[src/rtl/seg_ctrl_pkg.sv]
// Shared constants, receiver state type and the hex-to-segment decode
// used by the SPI-driven segment multiplexer.
package seg_ctrl_pkg;

    localparam int         FRAME_BITS = 16;
    localparam logic [7:0] ID_BYTE    = 8'hA5;

    typedef enum logic {
        RX_IDLE   = 1'b0,
        RX_ACTIVE = 1'b1
    } rx_state_e;

    // Segment order is {g,f,e,d,c,b,a}; a lit segment is 1.
    function automatic logic [6:0] hex_to_seg(input logic [3:0] nib);
        logic [6:0] seg;
        case (nib)
            4'h0: seg = 7'h3F;
            4'h1: seg = 7'h06;
            4'h2: seg = 7'h5B;
            4'h3: seg = 7'h4F;
            4'h4: seg = 7'h66;
            4'h5: seg = 7'h6D;
            4'h6: seg = 7'h7D;
            4'h7: seg = 7'h07;
            4'h8: seg = 7'h7F;
            4'h9: seg = 7'h6F;
            4'hA: seg = 7'h77;
            4'hB: seg = 7'h7C;
            4'hC: seg = 7'h39;
            4'hD: seg = 7'h5E;
            4'hE: seg = 7'h79;
            default: seg = 7'h71;
        endcase
        return seg;
    endfunction

endpackage

[src/rtl/spi_segment_mux_controller_if.sv]
// SPI pins of the segment controller, grouped so the bus can be passed as one port.
// Protocol: mode 0, CS active low; MOSI sampled on SCK rise, MISO changes on SCK fall, MSB first.
interface spi_segment_mux_controller_if;
    logic spi_sck;
    logic spi_cs_n;
    logic spi_mosi;
    logic spi_miso;

    modport master (output spi_sck, output spi_cs_n, output spi_mosi, input spi_miso);
    modport slave  (input spi_sck, input spi_cs_n, input spi_mosi, output spi_miso);
endinterface

[src/rtl/spi_frame_rx.sv]
// SPI slave front end: synchronises the pins into clk, assembles 16-bit frames,
// pulses commit per complete frame and shifts out the ID word on MISO.
module spi_frame_rx
    import seg_ctrl_pkg::*;
#(
    parameter int NUM_DIGITS = 4
) (
    input  logic                          clk,
    input  logic                          rst_n,
    spi_segment_mux_controller_if.slave   spi,
    output logic                          commit,
    output logic [FRAME_BITS-1:0]         frame,
    output rx_state_e                     state
);

    logic [1:0]            sck_sync_q, sck_sync_d;
    logic [1:0]            cs_sync_q, cs_sync_d;
    logic [1:0]            mosi_sync_q, mosi_sync_d;
    logic                  sck_prev_q, sck_prev_d;
    logic                  cs_prev_q, cs_prev_d;
    rx_state_e             state_q, state_d;
    logic [3:0]            bit_cnt_q, bit_cnt_d;
    logic [FRAME_BITS-1:0] rx_q, rx_d;
    logic [FRAME_BITS-1:0] tx_q, tx_d;
    logic                  commit_q, commit_d;

    logic sck_rise, sck_fall, cs_fall, cs_high;

    assign sck_rise = sck_sync_q[1] & ~sck_prev_q;
    assign sck_fall = ~sck_sync_q[1] & sck_prev_q;
    assign cs_fall  = cs_prev_q & ~cs_sync_q[1];
    assign cs_high  = cs_sync_q[1];

    always_comb begin
        sck_sync_d  = {sck_sync_q[0], spi.spi_sck};
        cs_sync_d   = {cs_sync_q[0], spi.spi_cs_n};
        mosi_sync_d = {mosi_sync_q[0], spi.spi_mosi};
        sck_prev_d  = sck_sync_q[1];
        cs_prev_d   = cs_sync_q[1];
        state_d     = state_q;
        bit_cnt_d   = bit_cnt_q;
        rx_d        = rx_q;
        tx_d        = tx_q;
        commit_d    = 1'b0;
        case (state_q)
            RX_IDLE: begin
                if (cs_fall) begin
                    state_d   = RX_ACTIVE;
                    bit_cnt_d = '0;
                    tx_d      = {ID_BYTE, 8'(NUM_DIGITS)};
                end
            end
            default: begin
                // A CS rise always wins: any partial frame is dropped.
                if (cs_high) begin
                    state_d   = RX_IDLE;
                    bit_cnt_d = '0;
                end else if (sck_rise) begin
                    rx_d = {rx_q[FRAME_BITS-2:0], mosi_sync_q[1]};
                    if (bit_cnt_q == 4'(FRAME_BITS - 1)) begin
                        commit_d  = 1'b1;
                        bit_cnt_d = '0;
                    end else begin
                        bit_cnt_d = bit_cnt_q + 4'd1;
                    end
                end else if (sck_fall) begin
                    tx_d = {tx_q[FRAME_BITS-2:0], 1'b0};
                end
            end
        endcase
    end

    // CS sync resets low so a CS held low across reset is not seen as a new falling edge.
    always_ff @(posedge clk) begin
        if (!rst_n) begin
            sck_sync_q  <= '0;
            cs_sync_q   <= '0;
            mosi_sync_q <= '0;
            sck_prev_q  <= 1'b0;
            cs_prev_q   <= 1'b0;
            state_q     <= RX_IDLE;
            bit_cnt_q   <= '0;
            rx_q        <= '0;
            tx_q        <= '0;
            commit_q    <= 1'b0;
        end else begin
            sck_sync_q  <= sck_sync_d;
            cs_sync_q   <= cs_sync_d;
            mosi_sync_q <= mosi_sync_d;
            sck_prev_q  <= sck_prev_d;
            cs_prev_q   <= cs_prev_d;
            state_q     <= state_d;
            bit_cnt_q   <= bit_cnt_d;
            rx_q        <= rx_d;
            tx_q        <= tx_d;
            commit_q    <= commit_d;
        end
    end

    assign commit       = commit_q;
    assign frame        = rx_q;
    assign state        = state_q;
    assign spi.spi_miso = (state_q == RX_ACTIVE) & tx_q[FRAME_BITS-1];

endmodule

[src/rtl/spi_segment_mux_controller.sv]
// Multiplexed 7-segment driver: digit registers written by SPI frames,
// scanned one digit at a time with registered segment/digit outputs.
module spi_segment_mux_controller
    import seg_ctrl_pkg::*;
#(
    parameter int NUM_DIGITS     = 4,
    parameter int REFRESH_DIV    = 16,
    parameter bit SEG_ACTIVE_LOW = 1'b0
) (
    input  logic                          clk,
    input  logic                          rst_n,
    input  logic                          ena,
    spi_segment_mux_controller_if.slave   spi,
    output logic [7:0]                    seg_out,
    output logic [NUM_DIGITS-1:0]         digit_en,
    output logic                          frame_done,
    output rx_state_e                     dbg_rx_state
);

    localparam int IDX_W = (NUM_DIGITS > 1) ? $clog2(NUM_DIGITS) : 1;
    localparam int CNT_W = $clog2(REFRESH_DIV);

    logic                  commit;
    logic [FRAME_BITS-1:0] frame;
    logic                  raw;
    logic [6:0]            addr;
    logic [7:0]            data;

    logic [7:0]            digit_q [NUM_DIGITS];
    logic [7:0]            digit_d [NUM_DIGITS];
    logic [CNT_W-1:0]      scan_cnt_q, scan_cnt_d;
    logic [IDX_W-1:0]      idx_q, idx_d;
    logic [7:0]            seg_q, seg_d;
    logic [NUM_DIGITS-1:0] den_q, den_d;
    logic                  frame_done_q, frame_done_d;

    spi_frame_rx #(.NUM_DIGITS(NUM_DIGITS)) u_rx (
        .clk    (clk),
        .rst_n  (rst_n),
        .spi    (spi),
        .commit (commit),
        .frame  (frame),
        .state  (dbg_rx_state)
    );

    assign raw  = frame[15];
    assign addr = frame[14:8];
    assign data = frame[7:0];

    always_comb begin
        digit_d      = digit_q;
        frame_done_d = commit;
        // Out-of-range addresses match no register and are silently dropped.
        for (int i = 0; i < NUM_DIGITS; i++) begin
            if (commit && (32'(addr) == i)) begin
                digit_d[i] = raw ? data : {data[7], hex_to_seg(data[3:0])};
            end
        end
        if (32'(scan_cnt_q) == REFRESH_DIV - 1) begin
            scan_cnt_d = '0;
            idx_d      = (32'(idx_q) == NUM_DIGITS - 1) ? '0 : idx_q + IDX_W'(1);
        end else begin
            scan_cnt_d = scan_cnt_q + CNT_W'(1);
            idx_d      = idx_q;
        end
        seg_d = '0;
        den_d = '0;
        if (ena) begin
            seg_d = digit_q[idx_q];
            for (int i = 0; i < NUM_DIGITS; i++) begin
                den_d[i] = (32'(idx_q) == i);
            end
        end
    end

    always_ff @(posedge clk) begin
        if (!rst_n) begin
            digit_q      <= '{default: '0};
            scan_cnt_q   <= '0;
            idx_q        <= '0;
            seg_q        <= '0;
            den_q        <= '0;
            frame_done_q <= 1'b0;
        end else begin
            digit_q      <= digit_d;
            scan_cnt_q   <= scan_cnt_d;
            idx_q        <= idx_d;
            seg_q        <= seg_d;
            den_q        <= den_d;
            frame_done_q <= frame_done_d;
        end
    end

    assign seg_out    = SEG_ACTIVE_LOW ? ~seg_q : seg_q;
    assign digit_en   = SEG_ACTIVE_LOW ? ~den_q : den_q;
    assign frame_done = frame_done_q;

endmodule
[src/flat_wrapper.sv]
// flat-port wrapper written by rule: the top's interface ports become plain ports
module spi_segment_mux_controller_flat import seg_ctrl_pkg::*;
#(
    parameter int NUM_DIGITS     = 4,
    parameter int REFRESH_DIV    = 16,
    parameter bit SEG_ACTIVE_LOW = 1'b0
)
  (clk, rst_n, ena, seg_out, digit_en, frame_done, dbg_rx_state, spi_spi_sck, spi_spi_cs_n, spi_spi_mosi, spi_spi_miso);
  spi_segment_mux_controller_if spi_i ();
  input  logic clk;
  input  logic rst_n;
  input  logic ena;
  output logic [7:0] seg_out;
  output logic [NUM_DIGITS-1:0] digit_en;
  output logic frame_done;
  output rx_state_e dbg_rx_state;
  input wire logic [$bits(spi_i.spi_sck)-1:0] spi_spi_sck;
  input wire logic [$bits(spi_i.spi_cs_n)-1:0] spi_spi_cs_n;
  input wire logic [$bits(spi_i.spi_mosi)-1:0] spi_spi_mosi;
  output wire logic [$bits(spi_i.spi_miso)-1:0] spi_spi_miso;
  assign spi_i.spi_sck = spi_spi_sck;
  assign spi_i.spi_cs_n = spi_spi_cs_n;
  assign spi_i.spi_mosi = spi_spi_mosi;
  assign spi_spi_miso = spi_i.spi_miso;
  spi_segment_mux_controller #(.NUM_DIGITS(NUM_DIGITS), .REFRESH_DIV(REFRESH_DIV), .SEG_ACTIVE_LOW(SEG_ACTIVE_LOW)) u_core (.clk(clk), .rst_n(rst_n), .ena(ena), .spi(spi_i), .seg_out(seg_out), .digit_en(digit_en), .frame_done(frame_done), .dbg_rx_state(dbg_rx_state));
endmodule
[config.mk]
export PLATFORM = sky130hd
export DESIGN_NAME = spi_segment_mux_controller_flat
export DESIGN_NICKNAME = d
export VERILOG_FILES = /design/src/rtl/seg_ctrl_pkg.sv /design/src/rtl/spi_segment_mux_controller_if.sv /design/src/rtl/spi_frame_rx.sv /design/src/rtl/spi_segment_mux_controller.sv /design/src/flat_wrapper.sv
export SDC_FILE = /design/constraint.sdc
export NUM_CORES = 1
export LEC_CHECK = 0
export ABC_AREA = 1
export BUFFER_PORTS_ARGS = -buffer_cell sky130_fd_sc_hd__buf_2
export CAP_MARGIN = 20
export CORE_MARGIN = 3
export CORE_UTILIZATION = 45
export DETAILED_ROUTE_END_ITERATION = 7
export GPL_ROUTABILITY_DRIVEN = 0
export GPL_TIMING_DRIVEN = 0
export PLACE_DENSITY_LB_ADDON = 0.05
export SYNTH_ARGS = -nofsm -noshare
export SYNTH_HDL_FRONTEND = slang
export SYNTH_SLANG_ARGS = --single-unit
[constraint.sdc]
create_clock -name clk -period 2.15 [get_ports clk]
set_input_delay 0.43 -clock clk [delete_from_list [all_inputs] [get_ports clk]]
set_output_delay 0.43 -clock clk [all_outputs]
set_load 0.01 [all_outputs]
Word-level counts from Yosys, hierarchy flattened:

Memories as Yosys holds them, arrays and structs flattened. A register that Yosys moved wholly into a read port is not among the register bits.
Index checks and enable logic that the tools add are counted.
Widths: inputs -> output; s select.

* output and inout port bits: 15
* register bits: 97
* memories kept: 4
* bits in latches: 0
* input port bits: 6
* word-level logic and storage cells: 93
* memory bits (writable): 0
* memory bits (read-only): 448

Memories
* (name not given): depth 16, bits a word 7, rd ports 1, clocked after Yosys merged registers in 1, wr ports 0, line seg_ctrl_pkg.sv:16 `case (nib)`
* (name not given): depth 16, bits a word 7, rd ports 1, clocked after Yosys merged registers in 1, wr ports 0, line seg_ctrl_pkg.sv:16
* (name not given): depth 16, bits a word 7, rd ports 1, clocked after Yosys merged registers in 1, wr ports 0, line seg_ctrl_pkg.sv:16
* (name not given): depth 16, bits a word 7, rd ports 1, clocked after Yosys merged registers in 1, wr ports 0, line seg_ctrl_pkg.sv:16

* order comparisons: 1
* $add $sub $neg: 3
* bitwise operators: 11
* multipliers: 0
* divide/modulo/power cells: 0
* equality and inequality tests: 12
* mux-type cells: 30
* reduce and logical (&&, ||, !) cells: 13
* shift-type cells: 0

Operator list (number)
* $mux 16: 5
* $mux 4: 13
* $mux 7: 4
* $bmux 8 s2: 1
* $mux 8: 2
* $eq 7x2->1 const B: 2
* $add 4x1->4 const B: 2
* $eq 4x4->1 const B: 2
* $eq 7x1->1 const B: 1
* $logic_not 7->1: 1
* $not 1->1: 6
* $and 1x1->1: 4
* $eq 2x2->1 const B: 2
* $logic_and 1x1->1: 4
* $mux 1: 4
* $ne 2x2->1 const B: 2
* $reduce_and 2->1: 2
* $reduce_and 4->1: 1
* $reduce_or 4->1: 1
* $ge 3x3->1 const B: 1
* $ne 3x2->1 const B: 1
* $not 2->3: 1
* $reduce_and 3->1: 1
* $add 2x1->2 const B: 1
* other kinds (6): 6

Longest topological paths before layout:

Gate-level depths: netlist of run 1.

* word-level depth: 6
* mapped depth: 11
* depth with buffers taken out: 11

Modules after synthesis:

From an unflattened synthesis of run 1, not the netlist that was laid out.

* cells, all modules: 585
* area, all modules: 4277.9 um2

By module, submodules not included
* spi_segment_mux_controller: seq. area each 1021.0 um2, cells an instance 372, area an instance 2567.5 um2, instances 1
* spi_frame_rx: seq. area each 880.8 um2, cells an instance 213, area an instance 1710.4 um2, instances 1

Worst setup path after synthesis of run 1:

No wires, ideal clock.

* kind: register to register
* start: reg u_core.u_rx.state_q (netlist: u_core.u_rx.state)
* end: reg (tool-made name)
* library setup time: 0.113 ns
* cell stages (with the launch flop): 11
* buffers on the path: 0
* period minus slack after synthesis: 1.704 ns
* setup slack: 0.446 ns
* required time: 2.037 ns
* data arrival time: 1.590 ns
* path through: dfxtp_1 -> inv_2 -> nor2_4 -> nand2_4 -> nand2_1 -> nand3_1 -> ha_1 -> inv_1 -> nand3_1 -> nand3_1 -> nand2_1

RTL lines
* from (decl): line spi_frame_rx.sv:21 `rx_state_e state_q, state_d;`
* from (signal assigned): line spi_frame_rx.sv:92 `state_q <= state_d;`

==> results of run 1 <==
-- layer usage --
metal / part of all wire / vias up
met1: 0.46 / 1616
li1: - / 1848
met4: 0.019 / 0
met3: 0.043 / 15
met2: 0.47 / 81
met5: 0 / -
-- flip-flops by register name (all words and copies together), names as in the netlist, named ones only --
name / cells
u_core.digit_q: 32
u_core.u_rx.frame: 16
u_core.u_rx.tx_q: 14
u_core.seg_out: 8
u_core.digit_en: 4
u_core.scan_cnt_q: 4
u_core.u_rx.bit_cnt_q: 4
u_core.idx_q: 2
u_core.u_rx.cs_sync_q: 2
u_core.u_rx.mosi_sync_q: 2
u_core.u_rx.sck_sync_q: 2
u_core.frame_done: 1
u_core.u_rx.commit: 1
u_core.u_rx.cs_prev_q: 1
u_core.u_rx.sck_prev_q: 1
u_core.u_rx.state: 1
-- metrics by stage --
step                      setup slack (ns)  total power (W)  hold WS [ns]  instances    util
after floorplan                     0.4464         0.002061        0.3905        551       -
after global placement              0.1734         0.002100        0.3959        700  0.4941
after detailed placement            0.1812         0.002103        0.4007        700  0.4941
after CTS                           0.1477         0.003386        0.2246        716  0.5170
after global routing               0.04729         0.003470        0.2361        716  0.5171
final                               0.2582         0.003350        0.2375        716  0.5171
-- layout by cell type (no fill, tap or decap), drive strengths merged --
master	instances
xnor2	2
o21ai	42
nor2	70
clkinvlp	1
bufinv	2
nand3	69
buf	35
a21oi	69
dfxtp	102
or2	1
clkinv	4
nand2	107
ha	13
inv	46
nor3	3
a211oi	1
clkbuf	20
-- worst paths after layout --
path,slack [ns],depth (start not counted),endpoint,from
max,0.26,10,flip-flop,u_core.u_rx.sck_sync_q[1]$_SDFF_PN0_
min,0.24,3,u_core.u_rx.sck_sync_q[0]$_SDFF_PN0_,spi_spi_sck
max reg2reg,0.26,10,flip-flop,u_core.u_rx.sck_sync_q[1]$_SDFF_PN0_
min reg2reg,0.42,2,u_core.u_rx.cs_sync_q[1]$_SDFF_PN0_,u_core.u_rx.cs_sync_q[0]$_SDFF_PN0_
-- critical path, stage by stage, from the launching register on --
cell and delay, ns:
dfxtp_1 0.37, inv_1 0.06, nor2_2 0.25, nand2_4 0.12, nand2_1 0.07, nand3_1 0.24, inv_1 0.20, ha_1 0.20
nand3_2 0.10, nand3_1 0.10, nand2_1 0.05
-- cells by family (layout without fill, tap and decap cells) --
| logic type | after synthesis | after routing |
|---|---|---|
| simple gates | 250 | 250 |
| compound gates | 112 | 112 |
| flops | 102 | 102 |
| buf+inv | 72 | 108 |
| fa+ha+maj | 13 | 13 |
| xor+xnor | 2 | 2 |
-- power by group through the flow --
| stage | clock [W] | combinational [W] | sequential (W) |
|---|---|---|---|
| 2_1_floorplan | 0 | 0.0000966 | 0.00196 |
| 3_3_place_gp | 0 | 0.000134 | 0.00197 |
| 3_5_place_dp | 0 | 0.000136 | 0.00197 |
| 4_1_cts | 0.00133 | 0.000137 | 0.00192 |
| 5_1_grt | 0.00139 | 0.000152 | 0.00193 |
| 6_report | 0.00129 | 0.000135 | 0.00192 |
-- area by class of cell --
type,count,area [sq um]
buffer,24,128.9
clock buffer,11,131.4
clock inverter,5,81.33
fill,925,4483
inverter,48,180.2
multi-input combinational,377,1974
sequential,102,2043
tap,129,161.4
timing repair buffer,20,100.1
==> flow_metrics.py, run 1 <==
metrics = {
    "sta": {
        "worstMarginPinSlew_ns": 0.7271,
        "setup_viol_count_final": 0,
        "period_share": 0.8799,
        "maxSlewHeadroom": 0.5101,
        "rsz0062_at_grt": "false",
        "clock_skew_ns": 0.01422,
        "fin_crit_ns": 1.892,
        "maxSlewViolCount": 0,
        "finalHoldViolations": 0,
        "tns_ns": 0,
        "fmax_mhz": 528.6,
    },
    "final_layout": {
        "final_nets": 601,
        "finish.instance_area_sq_um": 4801,
        "syn_to_final_growth_pct": 10.99,
        "diodes": 0,
        "drive_above_1_share": 0.1584,
    },
    "clock_tree": {
        "post_cts_resize_count": 0,
        "postCtsSetupRepairBufs": 0,
        "htreeDepth": 3,
        "cts.path.max_buffers": 2,
        "hold_buffers": 0,
        "worstSkewPairLatency_ns": 0.37,
        "cts_tree": "built",
        "cts.clk_slew.worst_paths_ns": 0.09,
        "cts-root-buf": "clkbuf_8",
        "clock_sinks": 102,
        "cts_inserted_buffers": 9,
    },
    "logic_synthesis": {
        "synth_edf_count": 0,
        "synth_top_area_frac": 0.4721,
        "synth_warnings": 0,
        "synth-compound-area-share": 0.1388,
        "yosysSeqAreaShare": 0.4721,
        "synth_cells": 551,
        "ys_top_cells_by_count": "dfxtp_1, nand2_1, a21oi_1, nor2_1, nand3_1",
        "synthMuxAreaShare": 0,
        "synth_top_family_by_area": "simple AND/OR/NAND/NOR gates",
        "syn_area_per_cell_sq_um": 7.850,
        "synth_largest_area_cell": "dfxtp_1",
        "synth_area_leaders": "dfxtp_1, nand2_1, a21oi_1",
        "ys.flop_type": "dfxtp_1",
        "syn-cell-area_sq_um": 4325,
        "async_flop_share": 0,
        "syn_nets": 570,
        "yosysUniqueCellTypes": 30,
        "synth_adder_area_share": 0.03760,
        "yosys.area_share.simple": 0.2760,
        "synth_seq_cells": 102,
        "yosysMostFrequentCell": "dfxtp_1",
        "synthXorXnorAreaFrac": 0.004050,
    },
    "global_routing": {
        "grt_use_met1": 0.2351,
        "grt_antenna_before_repair": 0,
        "grt_pass1_vias": 3402,
        "grt_pass1_wl_microns": 16000,
        "busiest_layer": "met2",
        "grt_max_degree": 17,
        "gr-usage-met3": 0.03911,
        "grt_usage": 0.1793,
        "use_met2": 0.2920,
        "grt-ovfl-total": 0,
    },
    "power": {
        "pwr-share-seq": 0.574,
        "clkPwrFrac": 0.386,
        "p_sw_w": 0.0007423,
        "p_leak_nw": 1.905,
        "worst_ir_drop_vdd_uv": 458.6,
        "cellPowerDensity_nw_per_um2": 697.7,
        "p_comb_frac": 0.040,
        "intPower_w": 0.002607,
        "power.share.switching": 0.2216,
    },
    "routing": {
        "drcViolationCount": 0,
        "post_drt_wl_per_cell_microns": 12.92,
        "routed_wl_microns": 9251,
        "drtIter0Drc": 144,
        "first_pass_iters": 4,
        "antenna_left": 0,
        "viasPerCell": 4.972,
        "vias": 3560,
    },
    "floorplan": {
        "row_count": 35,
        "start_util": 0.4659,
        "die_area_sq_um": 10820,
        "core_sq_um": 9284,
        "die_w_microns": 104.0,
        "ioPinCount": 21,
        "die_y_microns": 104.0,
    },
    "worst_setup_path": {
        "crit_type": "reg -> reg",
        "crit_arrival_ns": 2.15,
        "end_kind": "flip-flop",
        "crit_fanout": 8,
        "required_ns": 2.41,
        "startpoint_type": "flip-flop",
    },
    "placement": {
        "hpwlAfterDp_microns": 6711,
        "port_buffers": 20,
        "placed_cell_area_sq_um": 4587,
    },
    "min_path": {
        "hp-class": "in -> reg",
    },
    "job": {
        "cap_violations": 0,
    },
    "status": {
        "status": "finished clean",
    },
}
(Power assumes the default switching activity.)
==> inputs of run 2 (changes only) <==
--- a/config.mk
+++ b/config.mk
@@ -10,10 +10,12 @@
 export CAP_MARGIN = 20
 export CORE_MARGIN = 3
 export CORE_UTILIZATION = 45
+export CTS_CLUSTER_DIAMETER = 100
 export DETAILED_ROUTE_END_ITERATION = 7
 export GPL_ROUTABILITY_DRIVEN = 0
 export GPL_TIMING_DRIVEN = 0
 export PLACE_DENSITY_LB_ADDON = 0.05
+export REMOVE_ABC_BUFFERS = 1
 export SYNTH_ARGS = -nofsm -noshare
 export SYNTH_HDL_FRONTEND = slang
 export SYNTH_SLANG_ARGS = --single-unit
==> run 2 against run 1 <==
Compared with the run above:
- via count is 3.5% lower
- fmax decreased by 2.2%
- routed wire length decreased by 9.1%
- sequential share of layout area grew 1.3 points
- critical path type is now in -> reg
- largest power group unchanged
==> flow_metrics.py, run 2 (synthesized netlist as in run 1, its figures left out) <==
metrics = {
    "routing": {
        "vias": 3434,
        "drtIter0Drc": 157,
        "viasPerCell": 4.941,
        "routed_wl_microns": 8407,
        "drcViolationCount": 0,
        "post_drt_wl_per_cell_microns": 12.10,
        "antenna_left": 0,
        "first_pass_iters": 4,
    },
    "job": {
        "cap_violations": 0,
    },
    "sta": {
        "fin_crit_ns": 1.934,
        "period_share": 0.8994,
        "clock_skew_ns": 0.01160,
        "setup_viol_count_final": 0,
        "whs_ns": 0.2366,
        "fmax_mhz": 517.1,
        "finalHoldViolations": 0,
        "maxSlewHeadroom": 0.4823,
        "rsz0062_at_grt": "false",
        "worstMarginPinSlew_ns": 0.7765,
        "maxSlewViolCount": 0,
    },
    "clock_tree": {
        "hold_buffers": 0,
        "worstSkewPairLatency_ns": 0.36,
        "cts.path.max_buffers": 2,
        "cts-root-buf": "clkbuf_8",
        "cts.clk_slew.worst_paths_ns": 0.10,
        "cts_inserted_buffers": 9,
        "clock_sinks": 102,
        "htreeDepth": 3,
        "cts_tree": "built",
    },
    "final_layout": {
        "syn_to_final_growth_pct": 7.926,
        "regMostFlops": "u_core.digit_q",
        "final_util": 0.5028,
        "largest_register_ffs": 32,
        "diodes": 0,
        "final_nets": 580,
        "drive_above_1_share": 0.1519,
        "final_common_cell": "dfxtp_1",
        "most-common-layout-cells": "dfxtp_1, nand2_1, nor2_1, a21oi_1, nand3_1",
    },
    "floorplan": {
        "ioPinCount": 21,
        "row_count": 35,
        "start_util": 0.4659,
        "die_y_microns": 104.0,
        "core_sq_um": 9284,
        "die_area_sq_um": 10820,
        "die_w_microns": 104.0,
    },
    "power": {
        "p_leak_nw": 1.823,
        "cellPowerDensity_nw_per_um2": 668.3,
        "worst_ir_drop_vdd_uv": 338.0,
    },
    "min_path": {
        "hp-class": "in -> reg",
    },
    "placement": {
        "hpwlAfterDp_microns": 5400,
        "port_buffers": 20,
    },
    "global_routing": {
        "grt_pass1_wl_microns": 14710,
        "grt_pass1_vias": 3141,
        "grt_max_degree": 52,
        "grt-ovfl-total": 0,
        "grt_usage": 0.1610,
        "grt_antenna_before_repair": 0,
    },
    "worst_setup_path": {
        "timing.critical_path.cells": "buf_2 -> clkinv_4 -> nor2_1 -> nand2_2 -> nand3_1 -> nand2_1",
        "end_kind": "flip-flop",
        "r2r_slack_ns": 0.22,
        "r2r-start": "u_core.u_rx.state$_SDFF_PN0_",
        "startpoint_type": "primary input",
        "crit_path_start": "rst_n",
        "critPathMaxStageDelay_ns": 0.59,
        "crit_type": "in -> reg",
        "crit_fanout": 51,
        "cp_slowest_cell": "buf_2",
        "crit_arrival_ns": 2.18,
        "required_ns": 2.40,
        "reg2regPathDepth": 10,
    },
    "status": {
        "status": "finished clean",
    },
}
## run 2: cell count changes in the layout (fill, tap and decap cells not counted), sizes merged
cell / before / now
clkinv: 4 / 6
buf: 35 / 23
bufinv: 2 / 0
clkbuf: 20 / 11
## run 2: critical path, delay by kind of cell
family                 cells  cell delay, ns
buffers and inverters      2            1.15
AND/OR/NAND/NOR            4            0.56
## run 2: worst min path at each step
stage                                                from                               endpoint  slack (ns)  cells past startpoint
floorplan             u_core.u_rx.cs_sync_q[0]$_SDFF_PN0_    u_core.u_rx.cs_sync_q[1]$_SDFF_PN0_        0.39                      2
global placement     u_core.u_rx.sck_sync_q[0]$_SDFF_PN0_   u_core.u_rx.sck_sync_q[1]$_SDFF_PN0_        0.39                      2
detailed placement  u_core.u_rx.mosi_sync_q[0]$_SDFF_PN0_  u_core.u_rx.mosi_sync_q[1]$_SDFF_PN0_        0.40                      2
CTS                                          spi_spi_cs_n    u_core.u_rx.cs_sync_q[0]$_SDFF_PN0_        0.21                      3
global route                                  spi_spi_sck   u_core.u_rx.sck_sync_q[0]$_SDFF_PN0_        0.23                      3
finish                                        spi_spi_sck   u_core.u_rx.sck_sync_q[0]$_SDFF_PN0_        0.24                      3
## run 2: stage by stage
step	worst slack (ns)	TNS [ns]	cell area, sq um	power [W]	instances
floorplan	0.06145	0	4197	0.002043	527
global placement	-1.311	-56.79	4458	0.002083	676
detailed placement	-0.5557	-13.86	4459	0.002085	676
CTS	0.08319	0	4639	0.003169	692
global route	0.01692	0	4668	0.003259	695
finish	0.2162	0	4668	0.003120	695
## run 2: power breakdown
part | internal [W] | leakage, nW | switching, W | total, W
clock | 0.000425 | 0.0837 | 0.000652 | 0.00108
sequential | 0.00191 | 0.826 | 0.0000138 | 0.00192
combinational | 0.0000320 | 0.913 | 0.0000883 | 0.000120
total | 0.00237 | 1.82 | 0.000754 | 0.00312
## run 2: final cells by class
class	count	area, sq um
multi-input combinational	377	1984
clock buffer	11	131.4
tap	129	161.4
inverter	48	186.4
clock inverter	5	35.03
timing repair buffer	23	122.6
sequential	102	2047
fill	995	4616
## run 2: what timing repair did
item                       4_1_cts  5_1_grt
setup endpoints to repair       17        4
gates resized for setup          5        2
pin swaps                        0        1
buffers inserted                 0        3
## run 2: per-layer routing
metal  wire, microns  share of wire  GRT usage
met1            4389           0.52     0.2216
met2            3637           0.43     0.2502
met3             279          0.033    0.04221
met4             100          0.012    0.04463
met5               0              0          0
